[src/rtl/seg_scan_ctrl.sv]
// seg_scan_ctrl: time-multiplexed seven-segment scanner with blanking guard and frame-aligned double buffer
//   clk        system clock, rising edge
//   rst        asynchronous reset, active-low
//   enable     1 = scan running, 0 = display dark
//   load       strobe capturing Data_in/dp_in into the pending buffer
//   Data_in    hex nibbles, digit 0 in the low nibble
//   dp_in      decimal point request per digit, 1 = lit
//   ready      1 = pending buffer empty
//   outDisplay segments {g,f,e,d,c,b,a}, active-low
//   dp         decimal point, active-low
//   an         anode enables, active-low, at most one low
//   digit_idx  index of the selected digit
module seg_scan_ctrl #(
    parameter int NUM_DIGITS   = 4,
    parameter int REFRESH_DIV  = 50000,
    parameter int BLANK_CYCLES = 2
) (
    input  logic                          clk,
    input  logic                          rst,
    input  logic                          enable,
    input  logic                          load,
    input  logic [4*NUM_DIGITS-1:0]       Data_in,
    input  logic [NUM_DIGITS-1:0]         dp_in,
    output logic                          ready,
    output logic [6:0]                    outDisplay,
    output logic                          dp,
    output logic [NUM_DIGITS-1:0]         an,
    output logic [$clog2(NUM_DIGITS)-1:0] digit_idx
);
    localparam int IW = $clog2(NUM_DIGITS);
    localparam int CW = $clog2(REFRESH_DIV);
    localparam logic [6:0] SEG [16] = '{
        7'h40, 7'h79, 7'h24, 7'h30, 7'h19, 7'h12, 7'h02, 7'h78,
        7'h00, 7'h10, 7'h08, 7'h03, 7'h46, 7'h21, 7'h06, 7'h0E
    };
    typedef enum logic [1:0] {IDLE, BLANK, SHOW} state_t;
    // Slot entry state: blanking phase is skipped entirely when BLANK_CYCLES is 0
    localparam state_t FIRST = (BLANK_CYCLES > 0) ? BLANK : SHOW;
    state_t                  st, st_n;
    logic [CW-1:0]           cnt, cnt_n;
    logic [IW-1:0]           idx_n;
    logic [4*NUM_DIGITS-1:0] act, act_n, pend, pend_n;
    logic [NUM_DIGITS-1:0]   act_dp, act_dp_n, pend_dp, pend_dp_n;
    logic                    pv, pv_n, wrap, xfer;
    always_comb begin
        st_n  = st;
        cnt_n = cnt + 1'b1;
        idx_n = digit_idx;
        wrap  = 1'b0;
        if (!enable) begin
            st_n  = IDLE;
            cnt_n = '0;
            idx_n = '0;
        end else begin
            case (st)
                IDLE: begin
                    st_n  = FIRST;
                    cnt_n = '0;
                    idx_n = '0;
                end
                BLANK: begin
                    if (cnt == CW'(BLANK_CYCLES - 1)) begin
                        st_n  = SHOW;
                        cnt_n = '0;
                    end
                end
                default: begin
                    if (cnt == CW'(REFRESH_DIV - BLANK_CYCLES - 1)) begin
                        st_n  = FIRST;
                        cnt_n = '0;
                        wrap  = digit_idx == IW'(NUM_DIGITS - 1);
                        idx_n = wrap ? '0 : digit_idx + 1'b1;
                    end
                end
            endcase
        end
        // Transfer uses the old pending word; a load on the same edge stays pending
        xfer      = pv && (st == IDLE || wrap);
        act_n     = xfer ? pend : act;
        act_dp_n  = xfer ? pend_dp : act_dp;
        pend_n    = load ? Data_in : pend;
        pend_dp_n = load ? dp_in : pend_dp;
        pv_n      = load || (pv && !xfer);
    end
    // Outputs are registered from next-state values so they align with the state they describe
    always_ff @(posedge clk or negedge rst) begin
        if (!rst) begin
            st         <= IDLE;
            cnt        <= '0;
            digit_idx  <= '0;
            act        <= '0;
            act_dp     <= '0;
            pend       <= '0;
            pend_dp    <= '0;
            pv         <= 1'b0;
            ready      <= 1'b1;
            an         <= '1;
            outDisplay <= 7'h7F;
            dp         <= 1'b1;
        end else begin
            st         <= st_n;
            cnt        <= cnt_n;
            digit_idx  <= idx_n;
            act        <= act_n;
            act_dp     <= act_dp_n;
            pend       <= pend_n;
            pend_dp    <= pend_dp_n;
            pv         <= pv_n;
            ready      <= !pv_n;
            an         <= (st_n == SHOW) ? ~(NUM_DIGITS'(1) << idx_n) : '1;
            outDisplay <= (st_n == IDLE) ? 7'h7F : SEG[act_n[{idx_n, 2'b00} +: 4]];
            dp         <= (st_n == IDLE) || !act_dp_n[idx_n];
        end
    end
endmodule

[config.mk]
export PLATFORM = sky130hd
export DESIGN_NAME = seg_scan_ctrl
export DESIGN_NICKNAME = d
export VERILOG_FILES = /design/src/rtl/seg_scan_ctrl.sv
export SDC_FILE = /design/constraint.sdc
export NUM_CORES = 1
export LEC_CHECK = 0
export ABC_CLOCK_PERIOD_IN_PS = 4200
export CAP_MARGIN = 25
export CORE_ASPECT_RATIO = 0.8
export CORE_MARGIN = 1
export CORE_UTILIZATION = 57
export DETAILED_ROUTE_END_ITERATION = 10
export DONT_BUFFER_PORTS = 1
export PLACE_DENSITY_LB_ADDON = 0.2
export SLEW_MARGIN = 20
export SYNTH_ARGS = -nofsm -noshare
export SYNTH_HDL_FRONTEND = slang
export SYNTH_SLANG_ARGS = --single-unit
[constraint.sdc]
create_clock -name clk -period 4.2 [get_ports clk]
set_clock_uncertainty 0.05 [all_clocks]
set_input_delay 0.42 -clock clk [delete_from_list [all_inputs] [get_ports clk]]
set_output_delay 0.42 -clock clk [all_outputs]
set_load 0.05 [all_outputs]
; ---- Word-level counts from Yosys, hierarchy flattened
; Memory sizes are Yosys's and may differ from the RTL's.
; Index checks and enable logic that the tools add are counted.
[totals]
reg_bits = 74
out_inout_bits = 15
latchBits = 0
elab_cells = 60
n_memories = 1
input_bits = 24
mem_bits_ro = 112
ramBits = 0
[mem_list]
columns = name, depth, width, rd, rd_clocked_by_memory_dff, wr, line
row1 = (name not given), 16, 7, 1, 0, 0, 111  ; outDisplay <= (st_n == IDLE) ? 7'h7F : SEG[act_n[{idx_n, 2'b00} +: 4]];
[op_classes]
n_shift = 2
muxes = 23
n_bitwise = 2
order_cmp = 2
eq_ne = 5
n_addsub = 2
mul = 0
n_div = 0
n_reduce_logical = 11
[ops]
columns = operator, n
row1 = 2-to-1 mux 16 bit, 4
row2 = one-hot mux 16 bit (2 select lines), 1
row3 = 2-to-1 mux 7 bit, 3
row4 = "adder 16 x 1 -> 16 bit, second input constant", 1
row5 = "equality test 16 x 1 -> 1 bit, second input constant", 1
row6 = "equality test 16 bit, second input constant", 1
row7 = indexed part select 16 x 5 -> 4 bit, 1
row8 = 2-to-1 mux 2 bit, 6
row9 = 2-to-1 mux 4 bit, 2
row10 = one-hot mux 2 bit (2 select lines), 2
row11 = "greater-or-equal comparator 5 bit, second input constant", 1
row12 = inverter 4 -> 5 bit, 1
row13 = "equality test 2 bit, second input constant", 2
row14 = zero test 2 bit, 2
row15 = 2-to-1 mux 1 bit, 4
row16 = inverter 4 bit, 1
row17 = "<< shifter 1 x 2 -> 4 bit, first input constant", 1
row18 = zero test 1 bit, 3
row19 = logical OR 1 bit, 3
row20 = "< comparator 2 x 3 -> 1 bit, second input constant", 1
row21 = "adder 2 x 1 -> 2 bit, second input constant", 1
row22 = binary-select mux 1 bit (select 2 bit), 1
row23 = "equality test 2 x 1 -> 1 bit, second input constant", 1
row24 = logical AND 1 bit, 2
row25 = OR reduction 2 bit, 1

; ---- Longest topological paths before layout
; Gate-level depths: netlist of the first run.
[logic_depth]
depth_word = 13
ltp_mapped = 14
mapped_depth_nobuf = 12

; ---- Worst setup path before layout of the first run
; No wires, ideal clock.
[synth_timing]
path_type = register to register
start = register digit_idx[0]
end = register outDisplay[3]
period_less_slack_ns = 4.210
setup_time_ns = 0.087
path_slack_ns = -0.010
n_path_buf = 2
path_stages_with_launch = 13
t_arrival_ns = 4.073
required_ns = 4.063
path_cell_list = dfrtp_1 ha_1 a21bo_2 buf_2 clkbuf_1 a21boi_0 a31oi_1 a22oi_1 a2111oi_0 inv_1 ha_1 mux4_1 nand2b_1
[synth_via]
elab_chain_len = 13
word_cells_on_any_way = 18
classes_between = add/sub: 1 / eq/ne: 1 / shift: 1 / mux: 11 / bitwise: 1 / reduce/logical: 2 / memory: 1
[synth_lines]
columns = item, line
row1 = start: declaration, 28  ; output logic [$clog2(NUM_DIGITS)-1:0] digit_idx
row2 = start signal: assignment, 103  ; digit_idx <= idx_n;
row3 = "parallel branches: the longest is 7 deep, another holds adder 2 x 1 -> 2 bit", --
row4 = indexed part select 16 x 5 -> 4 bit (*), 111
row5 = inverter 4 -> 5 bit (implied by the code) (*), 111
row6 = memory read (16 x 7 bit) (*), --
row7 = 2-to-1 mux 7 bit (implied by the code) (*) (2 in series), 111
row8 = 2-to-1 mux 7 bit (*), 111
row9 = end signal: assignment, 111
row10 = end: declaration, 25  ; output logic [6:0] outDisplay,
; Mark *: on every way between the ends. The select of a mux whose other input is x is not followed.
; A chain may end at the register's enable or synchronous reset.

; ---- Final worst setup path of the first run
[layout_timing]
start = register cnt[1]
end = register outDisplay[3]
[layout_via]
elab_chain_len = 13
word_cells_on_any_way = 22
classes_between = eq/ne: 2 / shift: 1 / mux: 14 / bitwise: 1 / reduce/logical: 3 / memory: 1
[layout_lines]
columns = item, line
row1 = start: declaration, 40  ; logic [CW-1:0] cnt, cnt_n;
row2 = start signal: assignment, 102  ; cnt <= cnt_n;
row3 = equality test 16 bit, 68  ; if (cnt == CW'(REFRESH_DIV - BLANK_CYCLES - 1)) begin
row4 = 2-to-1 mux 1 bit, 68
row5 = 2-to-1 mux 1 bit, 55  ; case (st)
row6 = 2-to-1 mux 1 bit, 50  ; if (!enable) begin
row7 = logical OR 1 bit, 78  ; xfer = pv && (st == IDLE || wrap);
row8 = logical AND 1 bit, 78
row9 = 2-to-1 mux 16 bit, 79  ; act_n = xfer ? pend : act;
row10 = net act_n[13], 42  ; logic [4*NUM_DIGITS-1:0] act, act_n, pend, pend_n;
row11 = indexed part select 16 x 5 -> 4 bit, 111
row12 = inverter 4 -> 5 bit (implied by the code), 111
row13 = memory read (16 x 7 bit), --
row14 = 2-to-1 mux 7 bit (implied by the code) (2 in series), 111
row15 = 2-to-1 mux 7 bit, 111
; The timed path passes the listed nets, and every way through them passes these cells. The select of a mux whose other input is x is not followed.

==> impl_metrics.csv, run 1 <==
group,metric,value,unit
outcome,outcome,"complete, no violations",
cts,clk_pin_slew_worst_paths,0.08,ns
cts,cts_tree,"yes",
cts,cts_inserted_buffers,9,
setup_path,cp-end-kind,"register",
setup_path,crit_fanout,14,
cts,htreeDepth,3,
place,dpl.hpwl,5273,µm
floorplanning,die_x,92.23,µm
synthesis,synth_top_family_by_area,"compound AO/OA/AOI/OAI gates",
cts,clk_latency,0.34,ns
drt,vias,2602,
drt,viasPerCell,6.166,
floorplanning,start_util,0.6086,
floorplanning,ios,39,
synthesis,synth-xor-area-share,0.03303,
place,place_congestion,0.8098,
setup_path,critical_path_class,"reg2reg",
hold_path,min-delay-start,"enable",
job,drv_cap,0,
setup_path,worstPathCellList,"inv_1, ha_1, nor4b_4, nand4_1, buf_4, a21oi_1, mux2_2, a2111oi_1, buf_4, inv_1, ha_1, mux4_1, nand2b_1",
drt,routedWlPerCell,18.06,µm
setup_path,crit_path_top_delay_cell,"mux4_1",
hold_path,hold_path_end,"outDisplay[3]$_DFF_PN1_",
floorplanning,core,6100,µm²
place,placed_area,3811,µm²
timing,fmax,0.2747,GHz
place,pre_cts_ws,0.5957,ns
synthesis,syn_nets,364,
timing,period_minus_slack,3.641,ns
place,dp.cells,404,
timing,slew_violations,0,
finish,nets,369,
synthesis,ys_warn_count,0,
timing,finalHoldViolCount,0,
synthesis,synth-simple-area-share,0.1426,
synthesis,syn_area_per_cell,11.22,µm²
power,totalPowerFinal,1.990,mW
timing,setup_ws,0.5593,ns
drt,ant_nets,0,
synthesis,synthAdderAreaFrac,0.03033,
finish,final_area,4043,µm²
cts,cts_buffer_depth,2,
drt,wirelength,7621,µm
global_route,grt_pass1_wl,12440,µm
setup_path,crit_required,4.42,ns
timing,setup-violations-final,0,
finish,final_cell_count_no_fill,422,
synthesis,synth-edff-count,0,
timing,max_slew.worst_pin.slew,0.6730,ns
setup_path,startpoint_type,"register",
power,peakVddDrop,0.3853,mV
finish,num-fill-cells,483,
timing,fin_crit_sh,0.8668,
cts,cts_setup_buffers,0,
global_route,grt_usage,0.2400,
timing,fin_hold_ws,0.08155,ns
finish,drive_above_1_share,0.2317,
timing,setup_tns,0,ns
finish,final_cell_mix,"dfrtp_1, mux2_2, nand2_1, nor2_1, dfstp_2",
synthesis,yosys_register_bits,74,
setup_path,r2r_cells,13,
cts,cts.sinks,74,
setup_path,r2r_start,"cnt[1]$_DFF_PN0_",
global_route,first_global_vias,2504,
finish,final_common_cell,"dfrtp_1",
floorplanning,dieArea,6841,µm²
power,powerDensity,492.3,nW/µm²
synthesis,ys_async_sr_fraction,1.000,
hold_path,hold_path_depth,1,
finish,area_delta_synth_final,8.898,%
drt,drtIter0Drc,183,
timing,rsz0062_at_grt,"false",
setup_path,critPathMaxStageDelay,0.48,ns
synthesis,ys_types,54,
finish,antenna_cells,0,
power,p_leak,1.680,nW
setup_path,r2r_slack,0.56,ns
global_route,gr-total-overflow,0,
timing,relSlewSlack,0.5497,
synthesis,syn_inst,331,
hold_path,hp-class,"in2reg",
global_route,grt_start_max_net_pins,75,
synthesis,muxShareOfSynthArea,0.1156,
floorplanning,die_h,74.18,µm
finish,finish.utilization,0.6628,
place,port_buffers,0,
synthesis,synth-main-ff-cell,"dfrtp_1",
synthesis,synth.cell_area,3712,µm²
floorplanning,rows,25,
global_route,antenna_found_initial,0,
drt,dr.pass1.iters,4,
setup_path,critPathArrivalTime,3.86,ns
synthesis,synth-compound-area-share,0.1449,
drt,drc,0,
synthesis,ys_seq_area_frac,0.5032,
setup_path,r2r-end,"outDisplay[3]$_DFF_PN1_",
cts,cts_root_buf,"clkbuf_8",
-- power by group --
part,internal [mW],switching [mW]
clock network,0.276,0.268
registers,0.856,0.154
logic,0.204,0.232
-- layer usage --
layer,track usage,wire length (µm)
met1,0.3353,3821
met2,0.3781,3406
met3,0.06135,310
met4,0.06771,83
met5,0,0
-- worst max-delay path: cells and delay by family, from the launching register on --
kind / cells / cell delay [ns]
multiplexers: 2 / 0.87
AND/OR/NAND/NOR: 3 / 0.54
buffers and inverters: 4 / 0.59
adder cells (fa/ha/maj): 2 / 0.39
AO/OA/AOI/OAI: 2 / 0.72
flip-flops: 1 / 0.41
-- synth_stat cells (10+ instances only) --
cell type	number	share of area
a21boi_0	11	0.022
a31oi_1	12	0.020
clkbuf_1	13	0.013
dfrtp_1	61	0.41
dfstp_2	13	0.092
mux2_2	30	0.091
nand2_1	27	0.027
nand3_1	10	0.013
nor2_1	25	0.025
o2111ai_1	12	0.028
-- flip-flops by register name, summed over array words and instances (netlist names) --
| signal | flops |
|---|---|
| act | 16 |
| cnt | 16 |
| pend | 16 |
| outDisplay | 7 |
| act_dp | 4 |
| an | 4 |
| pend_dp | 4 |
| digit_idx | 2 |
| st | 2 |
| dp | 1 |
| pv | 1 |
| ready | 1 |
-- layout make-up --
| class | count | area [µm²] | share of cell area |
|---|---|---|---|
| tap | 81 | 101.3 | 0.02507 |
| inverter | 9 | 33.78 | 0.008357 |
| sequential | 74 | 1868 | 0.4621 |
| clock buffer | 10 | 127.6 | 0.03157 |
| clock inverter | 6 | 66.31 | 0.01640 |
| multi-input combinational | 230 | 1733 | 0.4287 |
| timing repair buffer | 12 | 112.6 | 0.02786 |
-- logic make-up after synthesis --
logic type / Yosys count
buf+inv: 27
flops: 74
fa+ha+maj: 9
compound gates: 70
mux: 37
simple gates: 100
xor+xnor: 14
-- worst max path at each step --
stage,slack [ns],from,cells past startpoint,to
6_report,0.56,cnt[1]$_DFF_PN0_,13,outDisplay[3]$_DFF_PN1_
5_1_grt,0.27,cnt[1]$_DFF_PN0_,13,outDisplay[3]$_DFF_PN1_
4_1_cts,0.58,cnt[1]$_DFF_PN0_,13,outDisplay[3]$_DFF_PN1_
3_5_place_dp,0.60,cnt[1]$_DFF_PN0_,13,outDisplay[3]$_DFF_PN1_
3_3_place_gp,0.71,cnt[1]$_DFF_PN0_,12,outDisplay[3]$_DFF_PN1_
2_1_floorplan,0.22,digit_idx[0]$_DFF_PN0_,12,outDisplay[3]$_DFF_PN1_
-- timing repair --
action,CTS,global route
resized for setup,0,0
hold endpoints to repair,74,0
endpoints found under the setup margin,0,0
hold buffers,2,0
Note: power is estimated with default switching activity, not from simulation.
==> inputs of run 2 (changes only) <==
--- a/config.mk
+++ b/config.mk
@@ -5,6 +5,7 @@
 export SDC_FILE = /design/constraint.sdc
 export NUM_CORES = 1
 export LEC_CHECK = 0
+export ABC_AREA = 1
 export ABC_CLOCK_PERIOD_IN_PS = 4200
 export CAP_MARGIN = 25
 export CORE_ASPECT_RATIO = 0.8
==> impl_metrics.csv, run 2 <==
group,metric,value,unit
outcome,outcome,"complete, no violations",
synthesis,synth_area_leaders,"dfrtp_1, nand2_1, dfstp_2",
setup_path,crit_fanout,42,
timing,finalHoldViolCount,0,
setup_path,r2r_cells,16,
finish,final_common_cell,"nand2_1",
setup_path,r2r_slack,1.03,ns
synthesis,synth.cell_area,3760,µm²
finish,antenna_cells,0,
synthesis,ys_async_sr_fraction,1.000,
timing,fmax,0.3151,GHz
place,pre_cts_ws,1.044,ns
synthesis,synth_common_cells,"nand2_1, dfrtp_1, inv_1",
synthesis,syn_nets,480,
finish,final_cell_mix,"nand2_1, inv_1, dfrtp_1, nor2_1, o21ai_0",
cts,clk_pin_slew_worst_paths,0.08,ns
synthesis,syn_area_per_cell,8.411,µm²
setup_path,r2r-end,"outDisplay[3]$_DFF_PN1_",
drt,drc,0,
drt,route.met2.wl,3433,µm
synthesis,synth_area_leader_cell,"dfrtp_1",
synthesis,ys_seq_area_frac,0.4968,
floorplanning,rows,26,
setup_path,crit_required,4.43,ns
job,drv_cap,0,
finish,nets,481,
cts,cts_resized,0,
timing,fin_hold_ws,0.05259,ns
cts,cts_root_buf,"clkbuf_8",
timing,slew_violations,0,
finish,num-fill-cells,581,
global_route,gr-total-overflow,0,
timing,rsz0062_at_grt,"false",
hold_path,min-delay-start,"load",
synthesis,synth_most_common_cell,"nand2_1",
floorplanning,core,6376,µm²
synthesis,syn_inst,447,
drt,ant_nets,0,
synthesis,yosys_register_bits,74,
floorplanning,die_x,92.81,µm
timing,period_minus_slack,3.173,ns
drt,routedWlPerCell,13.99,µm
cts,cts_tree,"yes",
drt,routed.top_layer,"met4",
hold_path,hp-class,"in2reg",
setup_path,critical_path_class,"reg2reg",
global_route,grt_pass1_wl,12340,µm
finish,reg_top3,"act x16, cnt x16, pend x16",
drt,drtIter0Drc,231,
place,dp.cells,519,
global_route,antenna_found_initial,0,
setup_path,r2r_start,"digit_idx[0]$_DFF_PN0_",
floorplanning,die_h,74.64,µm
synthesis,synth-edff-count,0,
setup_path,worst_path_most_repeated_cell,"nand2_1",
cts,htreeDepth,3,
cts,cts_buffer_depth,2,
power,powerDensity,531.8,nW/µm²
timing,setup_ws,1.027,ns
synthesis,yosysTopAreaCellShare,0.4060,
setup_path,crit_buf_inv,2,
floorplanning,dieArea,6927,µm²
setup_path,critPathMaxStageDelay,0.69,ns
power,p_leak,1.943,nW
timing,max_slew.worst_pin.slew,0.5827,ns
drt,wl_met1,3678,µm
floorplanning,start_util,0.5897,
cts,clk_latency,0.35,ns
setup_path,critPathArrivalTime,3.40,ns
setup_path,cp_top_family,"simple AND/OR/NAND/NOR gates",
global_route,grt_start_max_net_pins,75,
setup_path,crit_path_top_delay_cell,"dfrtp_1",
power,peakVddDrop,0.3393,mV
place,place_congestion,0.8383,
cts,cts_inserted_buffers,9,
drt,vias,2762,
drt,wirelength,7512,µm
finish,final_area,4089,µm²
timing,setup_tns,0,ns
setup_path,startpoint_type,"register",
finish,drive_above_1_share,0.1810,
synthesis,ys_warn_count,0,
setup_path,cp-end-kind,"register",
drt,viasPerCell,5.143,
hold_path,hold_path_depth,1,
timing,setup-violations-final,0,
finish,area_delta_synth_final,8.752,%
floorplanning,ios,39,
place,port_buffers,0,
place,dpl.hpwl,5263,µm
place,placed_area,3804,µm²
timing,relSlewSlack,0.6108,
global_route,first_global_vias,2532,
global_route,grt_usage,0.2406,
synthesis,synth-main-ff-cell,"dfrtp_1",
setup_path,worstPathCellList,"ha_1, nand2_1, nand2_1, nand4_4, nand2_1, o21ai_1, nand2_1, nand2_1, nor2_4, inv_1, ha_1, inv_1, o21bai_2, nand2_1, nand2_1, nand3_1",
drt,dr.pass1.iters,4,
cts,cts.sinks,74,
synthesis,ys_types,41,
drt,wl_met3,326,µm
timing,fin_crit_sh,0.7555,
finish,final_cell_count_no_fill,537,
hold_path,hold_path_end,"ready$_DFF_PN1_",
[run 2: worst max path at each step]
stage | startpoint | slack (ns) | depth (start not counted) | endpoint
2_1_floorplan | digit_idx[0]$_DFF_PN0_ | 1.66 | 17 | outDisplay[3]$_DFF_PN1_
4_1_cts | digit_idx[0]$_DFF_PN0_ | 1.01 | 16 | outDisplay[3]$_DFF_PN1_
6_report | digit_idx[0]$_DFF_PN0_ | 1.03 | 16 | outDisplay[3]$_DFF_PN1_
3_5_place_dp | digit_idx[0]$_DFF_PN0_ | 1.04 | 16 | outDisplay[3]$_DFF_PN1_
5_1_grt | digit_idx[0]$_DFF_PN0_ | 0.71 | 15 | outDisplay[0]$_DFF_PN1_
3_3_place_gp | digit_idx[0]$_DFF_PN0_ | 1.15 | 14 | outDisplay[0]$_DFF_PN1_
[run 2: worst register-to-register path, cell delays in order (launching register included)]
cell and delay [ns]:
dfrtp_1 0.69, ha_1 0.26, nand2_1 0.06, nand2_1 0.15
nand4_4 0.49, nand2_1 0.22, o21ai_1 0.10, nand2_1 0.09
nand2_1 0.08, nor2_4 0.20, inv_1 0.12, ha_1 0.23
inv_1 0.05, o21bai_2 0.11, nand2_1 0.07, nand2_1 0.06
nand3_1 0.07
[run 2: repair_timing]
action | in CTS | in global routing
hold buffers | 2 | 0
buffers inserted | 0 | 0
endpoints found under the setup margin | 0 | 0
hold endpoints to repair | 74 | 0
[run 2: through the flow]
| stage | utilization | total power [mW] |
|---|---|---|
| after floorplan | - | 1.404 |
| after global placement | 0.5965 | 1.469 |
| after detailed placement | 0.5965 | 1.491 |
| after CTS | 0.6413 | 2.191 |
| after global routing | 0.6413 | 2.298 |
| final | 0.6413 | 2.175 |
[run 2: logic make-up (layout without fill, tap and decap cells)]
group / after synthesis / in the layout / share of synthesized area
xor gates and xnor gates: 6 / 6 / 0.01398
AOI/OAI and AO/OA: 54 / 54 / 0.08253
adders and majority gates: 9 / 9 / 0.02995
muxes: 4 / 4 / 0.01198
buffers and inverters: 82 / 88 / 0.08685
DFF: 74 / 74 / 0.4968
and+or+nand+nor: 218 / 218 / 0.2779
[run 2: area by class of cell]
type                       count  area [µm²]  share of cell area
clock buffer                   9       123.9             0.03029
sequential                    74        1868              0.4569
multi-input combinational    291        1565              0.3828
clock inverter                 7       123.9             0.03029
inverter                      70       265.3             0.06487
timing repair buffer           2       37.54            0.009180
tap                           84       105.1             0.02570
[run 2: power breakdown]
part | internal (mW) | switching (mW) | total (mW) | leakage [nW]
sequential | 0.853 | 0.154 | 1.01 | 0.912
clock | 0.399 | 0.278 | 0.677 | 0.120
combinational | 0.165 | 0.326 | 0.490 | 0.910
total | 1.42 | 0.757 | 2.17 | 1.94
[run 2: routing by layer]
layer	track usage	up-vias
met5	0	-
met2	0.3848	60
met3	0.07677	8
met4	0.05812	0
met1	0.3247	1303
li1	-	1391
==> inputs of run 3 (changes only) <==
--- a/config.mk
+++ b/config.mk
@@ -6,11 +6,11 @@
 export NUM_CORES = 1
 export LEC_CHECK = 0
 export ABC_AREA = 1
-export ABC_CLOCK_PERIOD_IN_PS = 4200
+export ABC_CLOCK_PERIOD_IN_PS = 3000
 export CAP_MARGIN = 25
 export CORE_ASPECT_RATIO = 0.8
 export CORE_MARGIN = 1
-export CORE_UTILIZATION = 57
+export CORE_UTILIZATION = 63
 export DETAILED_ROUTE_END_ITERATION = 10
 export DONT_BUFFER_PORTS = 1
 export PLACE_DENSITY_LB_ADDON = 0.2
==> constraint.sdc (replaced) <==
create_clock -name clk -period 3 [get_ports clk]
set_clock_uncertainty 0.05 [all_clocks]
set_input_delay 0.3 -clock clk [delete_from_list [all_inputs] [get_ports clk]]
set_output_delay 0.3 -clock clk [all_outputs]
set_load 0.05 [all_outputs]
==> impl_metrics.csv, run 3 (synthesis gave the netlist of run 2 again) <==
group,metric,value,unit
setup_path,crit_required,3.24,ns
setup_path,r2r_start,"cnt[1]$_DFF_PN0_",
power,p_leak,1.971,nW
hold_path,hp-class,"in2reg",
job,drv_cap,0,
cts,cts.sinks,74,
power,peakVddDrop,0.3645,mV
setup_path,r2r-end,"outDisplay[0]$_DFF_PN1_",
place,place_congestion,0.8139,
power,intPower,1.994,mW
drt,drtIter0Drc,161,
finish,final_common_cell,"nand2_1",
timing,max_slew.worst_pin.slew,0.4510,ns
power,switching_power,1.052,mW
drt,viasPerCell,5.380,
cts,cts_inserted_buffers,9,
place,dpl.hpwl,4945,µm
timing,period_minus_slack,2.731,ns
power,p_sw_frac,0.3454,
cts,cts_resized,0,
power,p_clk_frac,0.306,
global_route,grt_pass1_wl,12060,µm
cts,cts_root_buf,"clkbuf_8",
setup_path,r2r_cells,21,
hold_path,hold_path_depth,1,
finish,num-fill-cells,429,
cts,cts_tree,"yes",
power,totalPowerFinal,3.046,mW
floorplanning,rows,24,
outcome,outcome,"complete, no violations",
timing,fmax,0.3661,GHz
floorplanning,start_util,0.6732,
setup_path,critical_path_class,"reg2reg",
drt,drc,0,
global_route,antenna_found_initial,0,
power,power_frac_seq,0.462,
floorplanning,dieArea,6283,µm²
finish,nets,489,
timing,slew_violations,0,
cts,clk_latency,0.35,ns
drt,dr.pass1.iters,4,
global_route,gr-total-overflow,0,
cts,cts_buffer_depth,2,
drt,wirelength,7388,µm
global_route,grt_start_max_net_pins,75,
drt,ant_nets,0,
global_route,grt_usage,0.2568,
power,p_comb_frac,0.232,
place,port_buffers,0,
cts,clk_pin_slew_worst_paths,0.08,ns
timing,rsz0062_at_grt,"false",
timing,finalHoldViolCount,0,
floorplanning,ios,39,
floorplanning,core,5585,µm²
power,powerDensity,733.8,nW/µm²
timing,fin_crit_sh,0.9105,
drt,routedWlPerCell,13.71,µm
hold_path,hold_path_end,"pend[3]$_DFFE_PN0P_",
finish,antenna_cells,0,
floorplanning,die_x,88.37,µm
drt,vias,2900,
finish,area_delta_synth_final,10.38,%
setup_path,critPathArrivalTime,2.97,ns
timing,relSlewSlack,0.6986,
setup_path,startpoint_type,"register",
finish,final_cell_mix,"nand2_1, inv_1, dfrtp_1, nor2_1, o21ai_0",
setup_path,r2r_slack,0.27,ns
cts,htreeDepth,3,
timing,setup-violations-final,0,
setup_path,cp-end-kind,"register",
global_route,first_global_vias,2578,
finish,reg_top3,"act x16, cnt x16, pend x16",
finish,drive_above_1_share,0.1887,
hold_path,min-delay-start,"load",
floorplanning,die_h,71.10,µm
timing,setup_tns,0,ns
setup_path,crit_fanout,7,
-- run 3: cell types whose count changed in the layout (fill, tap and decap cells not counted), sizes merged --
cell | before | now
buf | 1 | 5
clkbuf | 9 | 10
clkinv | 2 | 1
clkinvlp | 1 | 2
dlygate4sd3 | 1 | 3
inv | 71 | 70
nand4 | 5 | 7
-- run 3: power by group through the flow --
stage	logic [mW]	clock network [mW]	registers, mW
detailed placement	0.655	0	1.42
global placement	0.642	0	1.42
floorplan	0.556	0	1.41
finish	0.706	0.932	1.41
global route	0.803	0.985	1.42
CTS	0.689	0.947	1.41
-- run 3: worst max path at each step --
stage	endpoint	start	slack [ns]
final	outDisplay[0]$_DFF_PN1_	cnt[1]$_DFF_PN0_	0.27
after global placement	outDisplay[3]$_DFF_PN1_	cnt[1]$_DFF_PN0_	0.24
after CTS	outDisplay[6]$_DFF_PN1_	cnt[1]$_DFF_PN0_	0.13
after detailed placement	outDisplay[3]$_DFF_PN1_	cnt[1]$_DFF_PN0_	0.16
after global routing	outDisplay[3]$_DFF_PN1_	cnt[1]$_DFF_PN0_	0.01
after floorplan	outDisplay[3]$_DFF_PN1_	digit_idx[0]$_DFF_PN0_	0.46
-- run 3: metrics by stage --
step	std cells	hold WS [ns]	setup WS, ns	area, µm²	util
after global placement	516	-0.04341	0.2368	3819	0.6837
after detailed placement	516	-0.04345	0.1648	3819	0.6837
after CTS	536	0.002201	0.1341	4118	0.7372
final	539	0.005838	0.2686	4150	0.7431
after global routing	539	0.004306	0.01368	4150	0.7431
after floorplan	447	-0.04559	0.4595	3760	-
-- run 3: what timing repair did --
action / CTS / global route
buffers inserted: 0 / 1
hold endpoints to repair: 87 / 0
hold buffers: 4 / 0
setup endpoints to repair: 0 / 7
-- run 3: final cells by class --
class | count | area, µm² | area share
sequential | 74 | 1868 | 0.4501
multi-input combinational | 293 | 1590 | 0.3832
inverter | 70 | 265.3 | 0.06391
clock buffer | 10 | 127.6 | 0.03075
clock inverter | 6 | 113.9 | 0.02743
tap | 78 | 97.59 | 0.02352
timing repair buffer | 8 | 87.58 | 0.02110
-- run 3: layer usage --
metal  part of all wire  vias up  wire, µm  track usage
met2               0.45       96      3337       0.3846
li1                   -     1416         -            -
met3              0.062       15       458      0.08401
met5                  0        -         0            0
met1               0.47     1373      3466       0.3585
met4              0.017        0       125      0.07527
-- run 3: worst max-delay path: stages, from the launching register on --
cell and delay (ns):
dfrtp_1 0.38, inv_1 0.07, ha_1 0.19, inv_1 0.05, nor2_1 0.08, nand2_1 0.05, nor2_1 0.09, nand2_1 0.09
nand2_2 0.17, nand4_4 0.15, buf_4 0.20, o21ai_1 0.16, nand2_1 0.08, nand2_1 0.06, inv_1 0.04, nand2_2 0.11
ha_1 0.22, inv_1 0.08, o21bai_1 0.15, nand2_1 0.07, nand2_1 0.05, nand3_1 0.06
